==> config.mk <==
export PLATFORM = sky130hd
export DESIGN_NAME = conv_core_ctrl
export DESIGN_NICKNAME = d
export VERILOG_FILES = /design/src/rtl/conv_core_ctrl.sv
export SDC_FILE = /design/constraint.sdc
export NUM_CORES = 1
export LEC_CHECK = 0
export BUFFER_PORTS_ARGS = -buffer_cell sky130_fd_sc_hd__buf_2
export CORE_ASPECT_RATIO = 1.2
export CORE_UTILIZATION = 25
export CTS_CLUSTER_SIZE = 28
export DETAILED_ROUTE_END_ITERATION = 8
export HOLD_SLACK_MARGIN = 0.03
export SYNTH_ARGS = -nofsm -noshare
export SYNTH_HDL_FRONTEND = slang
export SYNTH_SLANG_ARGS = --single-unit
==> constraint.sdc <==
create_clock -name i_clk -period 18.4 [get_ports i_clk]
set_input_delay 3.68 -clock i_clk [delete_from_list [all_inputs] [get_ports i_clk]]
set_output_delay 3.68 -clock i_clk [all_outputs]
set_load 0.03 [all_outputs]
==> src/rtl/conv_core_ctrl.sv <==
// MAC core sequencer for one conv/FC layer: walks output positions and kernel elements,
// issues source/parameter read addresses with k_init/k_fin framing, pulses s_fin at frame end.
module conv_core_ctrl #(
   parameter int AW = 12,
   parameter int PW = 10,
   parameter int CW = 4,
   parameter int XW = 5
) (
   input  logic          i_clk,
   input  logic          i_rst,
   input  logic          i_s_init,
   input  logic          i_out_busy,
   input  logic          i_backprop,
   input  logic [CW-1:0] i_id,
   input  logic [XW-1:0] i_iw,
   input  logic [AW-1:0] i_cs,
   input  logic [XW-1:0] i_ow,
   input  logic [XW-1:0] i_oh,
   input  logic [XW-1:0] i_fw,
   input  logic [XW-1:0] i_fh,
   input  logic [PW-1:0] i_ks,
   output logic          o_exec,
   output logic [AW-1:0] o_src_a,
   output logic [PW-1:0] o_prm_a,
   output logic          o_k_init,
   output logic          o_k_fin,
   output logic          o_s_fin,
   output logic          o_busy
);

   typedef enum logic [1:0] {S_IDLE, S_WAIT, S_RUN, S_DONE} state_t;

   localparam logic [AW-1:0] ONE_A = AW'(1);

   state_t        r_state, w_state_nxt;
   logic [XW-1:0] r_fx, r_fy, r_ox, r_oy;
   logic [CW-1:0] r_ic;
   logic [PW-1:0] r_ki;
   logic          r_fin_pos;

   logic          w_issue, w_klast, w_plast;
   logic [AW-1:0] w_src;
   logic [PW-1:0] w_prm;
   logic          w_exec_nxt, w_kinit_nxt, w_kfin_nxt, w_sfin_nxt, w_busy_nxt;
   logic [AW-1:0] w_src_nxt;
   logic [PW-1:0] w_prm_nxt;

   // Counters always point at the element issued on the next exec cycle.
   assign w_issue = ((r_state == S_WAIT) && !i_out_busy) || ((r_state == S_RUN) && !o_k_fin);
   assign w_klast = (r_ki == i_ks);
   assign w_plast = (r_ox == i_ow) && (r_oy == i_oh);

   assign w_src = AW'(r_ic) * i_cs
                + (AW'(r_oy) + AW'(r_fy)) * (AW'(i_iw) + ONE_A)
                + AW'(r_ox) + AW'(r_fx);
   assign w_prm = i_backprop ? (i_ks - r_ki) : r_ki;

   always_ff @(posedge i_clk) begin
      if (i_rst) r_state <= S_IDLE;
      else       r_state <= w_state_nxt;
   end

   always_comb begin
      w_state_nxt = r_state;
      case (r_state)
         S_IDLE: if (i_s_init)   w_state_nxt = S_WAIT;
         S_WAIT: if (!i_out_busy) w_state_nxt = S_RUN;
         S_RUN:  if (o_k_fin)    w_state_nxt = r_fin_pos ? S_DONE : S_WAIT;
         S_DONE: w_state_nxt = S_IDLE;
         default: w_state_nxt = S_IDLE;
      endcase
   end

   always_comb begin
      w_exec_nxt  = w_issue;
      w_kinit_nxt = w_issue && (r_ki == '0);
      w_kfin_nxt  = w_issue && w_klast;
      w_sfin_nxt  = (w_state_nxt == S_DONE);
      w_busy_nxt  = (w_state_nxt != S_IDLE);
      w_src_nxt   = w_issue ? w_src : o_src_a;
      w_prm_nxt   = w_issue ? w_prm : o_prm_a;
   end

   always_ff @(posedge i_clk) begin
      if (i_rst) begin
         o_exec   <= 1'b0;
         o_k_init <= 1'b0;
         o_k_fin  <= 1'b0;
         o_s_fin  <= 1'b0;
         o_busy   <= 1'b0;
         o_src_a  <= '0;
         o_prm_a  <= '0;
      end else begin
         o_exec   <= w_exec_nxt;
         o_k_init <= w_kinit_nxt;
         o_k_fin  <= w_kfin_nxt;
         o_s_fin  <= w_sfin_nxt;
         o_busy   <= w_busy_nxt;
         o_src_a  <= w_src_nxt;
         o_prm_a  <= w_prm_nxt;
      end
   end

   // Kernel nest fx/fy/ic plus linear ki; output nest ox/oy steps on the last kernel element.
   always_ff @(posedge i_clk) begin
      if (i_rst || (r_state == S_IDLE)) begin
         r_fx      <= '0;
         r_fy      <= '0;
         r_ic      <= '0;
         r_ki      <= '0;
         r_ox      <= '0;
         r_oy      <= '0;
         r_fin_pos <= 1'b0;
      end else if (w_issue) begin
         r_fin_pos <= w_klast && w_plast;
         if (w_klast) begin
            r_fx <= '0;
            r_fy <= '0;
            r_ic <= '0;
            r_ki <= '0;
            if (r_ox == i_ow) begin
               r_ox <= '0;
               r_oy <= (r_oy == i_oh) ? '0 : r_oy + 1'b1;
            end else begin
               r_ox <= r_ox + 1'b1;
            end
         end else begin
            r_ki <= r_ki + 1'b1;
            if (r_fx == i_fw) begin
               r_fx <= '0;
               if (r_fy == i_fh) begin
                  r_fy <= '0;
                  r_ic <= (r_ic == i_id) ? '0 : r_ic + 1'b1;
               end else begin
                  r_fy <= r_fy + 1'b1;
               end
            end else begin
               r_fx <= r_fx + 1'b1;
            end
         end
      end
   end

endmodule
==> results.py, run 1 <==
metrics = {
    "status": {
        "status": "completed",
    },
    "clock_tree": {
        "cts_setup_buffers": 0,
        "worstSkewPairLatency_ns": 0.33,
        "clock-sinks": 64,
        "htree_levels": 3,
        "cts_buffers": 9,
        "cts_root_buf": "clkbuf_16",
        "cts_tree": "done",
        "path_clk_slew_ns": 0.06,
        "cts_hold_buf": 0,
        "cts_resized": 0,
        "clk_path_buf_depth": 2,
    },
    "timing": {
        "timing.final.crit_share_pct": 47.1,
        "rsz0062_at_grt": "no",
        "maxSlewHeadroom_pct": 49.9,
        "setup_viol_count_final": 0,
        "fin_ws_ns": 9.73,
        "slew_viol_final": 0,
        "setup_tns_ns": 0,
        "worst_pin_slew_ns": 0.749,
        "final_hold_viol_count": 0,
        "fmax_mhz": 115,
        "finClkSkew_ns": 0.0105,
        "period_minus_slack_ns": 8.67,
        "fin_hold_ws_ns": 0.448,
    },
    "die": {
        "die_area_mm2": 0.0257,
        "io-pin-count": 83,
        "die_width_um": 146,
        "core_area_mm2": 0.0247,
        "die_y_um": 175,
        "start_util_pct": 25.4,
        "core.rowCount": 63,
    },
    "placement": {
        "dp_hpwl_um": 12900,
        "pre_cts_ws_ns": 9.36,
        "io_buffers": 82,
        "dpl_cell_area_mm2": 0.00703,
        "place_congestion": 0.816,
    },
    "worst_setup_path": {
        "path_class": "in2reg",
        "required_ns": 18.64,
        "crit_chain": "buf_2 -> ha_1 -> nand3_1 -> xor2_1 -> nand2b_1 -> fa_1 -> fa_1 -> inv_1 -> fa_1 -> fa_1 -> inv_1 -> fa_1 -> inv_1 -> ha_1 -> o21ai_0 -> o21bai_1 -> o41ai_1 -> o21ai_0 -> xnor2_1 -> a211oi_1",
        "cpPeakStageDelay_ns": 0.55,
        "worst-path-stages": 20,
        "cp_slowest_cell": "fa_1",
        "critPathArrivalTime_ns": 8.91,
        "crit_top_cell": "fa_1",
        "startpoint_type": "input port",
        "cp_max_fo": 8,
        "crit_path_end_kind": "register",
        "crit_buf_inv": 4,
        "critPathTopFamily": "adder cells",
        "reg2reg_depth": 22,
    },
    "logic_synthesis": {
        "avgSynthCellArea_um2": 8.49,
        "postSynthCellCount": 737,
        "synth_edf_count": 0,
        "syn_nets": 911,
        "synth_common_cells": "100 x inv_1, 74 x nand2_1, 66 x nor2_1",
        "synth.area.top_cells": "dfxtp_1 20%, fa_1 19%, ha_1 12%",
        "async_flop_share_pct": 0,
        "yosys_register_bits": 64,
        "yosysTopAreaCell": "dfxtp_1",
        "ys.flop_type": "dfxtp_1",
        "synth_most_common_cell": "inv_1",
        "ys_seq_area_share_pct": 20.5,
        "synth_cell_types": 55,
        "syn_area_mm2": 0.00626,
        "ys.warnings.count": 0,
        "yosysTopAreaCellShare_pct": 20.5,
    },
    "layout": {
        "areaGrowthSynthToFinish_pct": 16.9,
        "fillers": 2646,
        "register_area_mm2": 0.00128,
        "multi_input_area_mm2": 0.00453,
        "fin_nets": 988,
        "n_antenna_cell": 0,
        "design_area_mm2": 0.00732,
        "layout-drive-gt1-share_pct": 13.4,
    },
    "global_route": {
        "grt_pass1_wl_um": 26200,
        "grt_max_degree": 45,
        "grt_usage_pct": 12.8,
        "grt-ovfl-total": 0,
        "antenna_found_initial": 0,
        "grt_pass1_vias": 5208,
    },
    "run": {
        "drv_cap": 0,
    },
    "drt": {
        "firstDrtPassIters": 4,
        "viasPerCell": 4.55,
        "ant_nets": 0,
        "num_vias": 5195,
        "drc": 0,
        "drt_iter0_drc": 160,
        "wl_per_cell_um": 13.9,
        "wl_um": 15900,
    },
    "power": {
        "power_leakage_nw": 3.29,
        "power_density_mw_per_mm2": 50.1,
        "ir_drop_mv": 0.0403,
        "p_total_mw": 0.367,
    },
    "min_path": {
        "hold_depth": 2,
        "hp-class": "reg2reg",
    },
}
## tightest hold or removal path: stages, from the launching register on
cell,delay (ns)
dfxtp_1,0.30
nand2_1,0.05
a21oi_1,0.05
## layout by cell type, fill, tap and decap left out, types with 7 or more instances in the layout
cell type  instances
nand4_1           12
o21a_1            10
a21oi_1           32
nor2_1            66
o21ai_0           22
inv_1            100
nor3_1            16
fa_1              60
dfxtp_1           64
xor2_1            32
xnor2_1           36
ha_1              58
nand3_1           16
clkbuf_16          9
and2_1            19
and3_1             7
nand2_1           74
buf_2             82
nor2b_1            9
a211oi_1           7
nand2b_1           7
## sequential cells by signal, indices dropped and copies added (netlist names)
signal,cells
o_busy,1
o_exec,1
o_k_fin,1
o_k_init,1
o_prm_a,10
o_s_fin,1
o_src_a,12
r_fin_pos,1
r_fx,5
r_fy,5
r_ic,4
r_ki,10
r_ox,5
r_oy,5
r_state,2
## routing by layer
metal	global-route usage [%]	vias up	part of all wire, %	wire length, µm
met1	16.0	2497	44	7050
li1	-	2579	-	-
met5	0	-	0	0
met2	22.9	103	50	7970
met3	1.90	16	3.7	593
met4	3.56	0	1.5	236
## metrics by stage
stage,utilization (%),instances
after detailed placement,28.5,1128
after CTS,29.7,1143
after global routing,29.7,1143
after floorplan,-,737
after global placement,28.5,1128
final,29.7,1143
## area by class of cell
cell class / instances / area share (%)
Multi-Input combinational cell: 554 / 61.9
Timing Repair Buffer: 85 / 5.92
Inverter: 100 / 5.13
Tap cell: 325 / 5.56
Sequential cell: 64 / 17.5
Clock inverter: 3 / 0.581
Clock buffer: 12 / 3.37
## worst paths after layout
path               from           to  slack (ns)
max reg2reg     r_fy[0]  o_src_a[11]       12.04
max             i_iw[0]  o_src_a[11]        9.73
min reg2reg  o_src_a[6]   o_src_a[6]        0.45
min          o_src_a[6]   o_src_a[6]        0.45
## cells by family (layout without fill, tap and decap cells)
group / after synthesis / after routing / share of synthesized area, %
compound gates: 108 / 108 / 11.2
xor+xnor: 68 / 68 / 9.52
fa+ha+maj: 118 / 118 / 30.8
buf+inv: 119 / 200 / 7.36
flops: 64 / 64 / 20.5
mux: 7 / 7 / 1.16
simple gates: 253 / 253 / 19.5
## where the power goes
group	switching, mW	leakage (nW)	internal [mW]
clock network	0.0633	0.139	0.108
logic	0.0331	2.63	0.0183
registers	0.00196	0.518	0.142
No activity file was read; power rests on OpenSTA's default activity.
==> inputs of run 2 (changes only) <==
Clock period 18.4 ns to 8.3 ns, I/O delays scaled along.
==> results.py, run 2 (same netlist as run 1, synthesis figures left out) <==
metrics = {
    "clock_tree": {
        "cts_root_buf": "clkbuf_16",
        "cts_tree": "done",
        "worstSkewPairLatency_ns": 0.34,
        "cts_hold_buf": 0,
        "clock-sinks": 64,
        "path_clk_slew_ns": 0.06,
        "clk_path_buf_depth": 2,
        "cts_buffers": 9,
        "cts_resized": 0,
        "htree_levels": 3,
        "cts_setup_buffers": 0,
    },
    "timing": {
        "setup_viol_count_final": 0,
        "fin_ws_ns": 1.65,
        "slew_viol_final": 0,
        "rsz0062_at_grt": "no",
        "fmax_mhz": 150,
        "period_minus_slack_ns": 6.65,
        "timing.final.crit_share_pct": 80.1,
        "worst_pin_slew_ns": 0.748,
        "final_hold_viol_count": 0,
        "setup_tns_ns": 0,
        "finClkSkew_ns": 0.00951,
        "maxSlewHeadroom_pct": 49.7,
    },
    "status": {
        "status": "completed",
    },
    "drt": {
        "num_vias": 5146,
        "wl_per_cell_um": 13.6,
        "wl_um": 15500,
        "viasPerCell": 4.49,
        "ant_nets": 0,
        "drc": 0,
        "drt_iter0_drc": 133,
        "firstDrtPassIters": 4,
    },
    "worst_setup_path": {
        "critPathArrivalTime_ns": 6.89,
        "crit_path_end_kind": "register",
        "path_class": "in2reg",
        "required_ns": 8.55,
        "startpoint_type": "input port",
        "reg2reg_depth": 22,
        "cp_max_fo": 8,
    },
    "global_route": {
        "grtUsageMet2_pct": 22.3,
        "grt.busiest_layer": "met2",
        "grt-ovfl-total": 0,
        "met1_usage_pct": 16.1,
        "grt_usage_pct": 12.7,
        "antenna_found_initial": 1,
        "grt_pass1_wl_um": 25700,
        "grt_pass1_vias": 5115,
        "use_met3_pct": 1.77,
        "grt_max_degree": 45,
    },
    "layout": {
        "final_cell_mix": "100 x inv_1, 82 x buf_2, 74 x nand2_1",
        "reg.largest.list": "o_src_a (12), o_prm_a (10), r_ki (10)",
        "layout-drive-gt1-share_pct": 13.8,
        "largest-register": "o_src_a",
        "design_area_mm2": 0.00734,
        "areaGrowthSynthToFinish_pct": 17.2,
        "layout_commonest_cell": "inv_1",
        "register_area_mm2": 0.00128,
        "largest_register_ffs": 12,
        "fin_nets": 988,
        "fillers": 2667,
        "multi_input_area_mm2": 0.00453,
    },
    "placement": {
        "dpl_cell_area_mm2": 0.00703,
        "place_congestion": 0.816,
        "io_buffers": 82,
        "dp_hpwl_um": 12800,
        "pre_cts_ws_ns": 1.27,
    },
    "power": {
        "power_density_mw_per_mm2": 112,
        "power_leakage_nw": 3.29,
        "p_total_mw": 0.824,
        "ir_drop_mv": 0.0941,
    },
    "run": {
        "drv_cap": 0,
    },
    "min_path": {
        "hold_depth": 2,
        "hp-class": "reg2reg",
    },
    "die": {
        "core_area_mm2": 0.0247,
        "core.rowCount": 63,
        "io-pin-count": 83,
        "die_area_mm2": 0.0257,
        "die_width_um": 146,
        "start_util_pct": 25.4,
        "die_y_um": 175,
    },
}
-- run 2: cell types whose count changed in the layout (fill, tap and decap cells not counted), sizes merged --
cell,before,now
diode,0,1
clkinvlp,1,2
clkbuf,12,10
inv,100,101
clkinv,1,2
-- run 2: per-stage QoR --
stage          hold WS, ns  instances  utilization, %
4_1_cts              0.449       1144            29.7
6_report             0.447       1145            29.7
3_5_place_dp         0.443       1128            28.5
3_3_place_gp         0.439       1128            28.5
2_1_floorplan        0.455        737               -
5_1_grt              0.462       1144            29.7
-- run 2: final cells by class --
type,count,area share (%)
Clock buffer,10,3.26
Sequential cell,64,17.5
Antenna cell,1,0.0341
Tap cell,325,5.54
Multi-Input combinational cell,554,61.8
Timing Repair Buffer,85,5.90
Clock inverter,6,0.921
Inverter,100,5.12
-- run 2: routing by layer --
metal  up-vias  part of all wire, %
met5         -                    0
met3        12                  3.2
li1       2588                    -
met1      2433                   45
met2       113                   50
met4         0                  1.4
-- run 2: path summary, 6_finish.rpt --
kind | start | end | slack (ns)
worst min-delay path | o_src_a[0] | o_src_a[0] | 0.45
worst max-delay path | i_iw[0] | o_src_a[11] | 1.65
worst max register to register | r_fy[0] | o_src_a[11] | 1.87
worst min register to register | o_src_a[0] | o_src_a[0] | 0.45
-- run 2: power breakdown --
| group | switching, mW | internal, mW | leakage [nW] |
|---|---|---|---|
| clock network | 0.148 | 0.242 | 0.145 |
| registers | 0.00435 | 0.315 | 0.518 |
| logic | 0.0736 | 0.0405 | 2.63 |
| total | 0.226 | 0.597 | 3.29 |
-- run 2: critical path: stages --
cell,delay [ns]
buf_2,0.15
ha_1,0.25
nand3_1,0.11
xor2_1,0.34
nand2b_1,0.18
fa_1,0.45
fa_1,0.55
inv_1,0.05
fa_1,0.50
fa_1,0.54
inv_1,0.05
fa_1,0.52
inv_1,0.04
ha_1,0.32
o21ai_0,0.12
o21bai_1,0.12
o41ai_1,0.39
o21ai_0,0.17
xnor2_1,0.15
a211oi_1,0.23
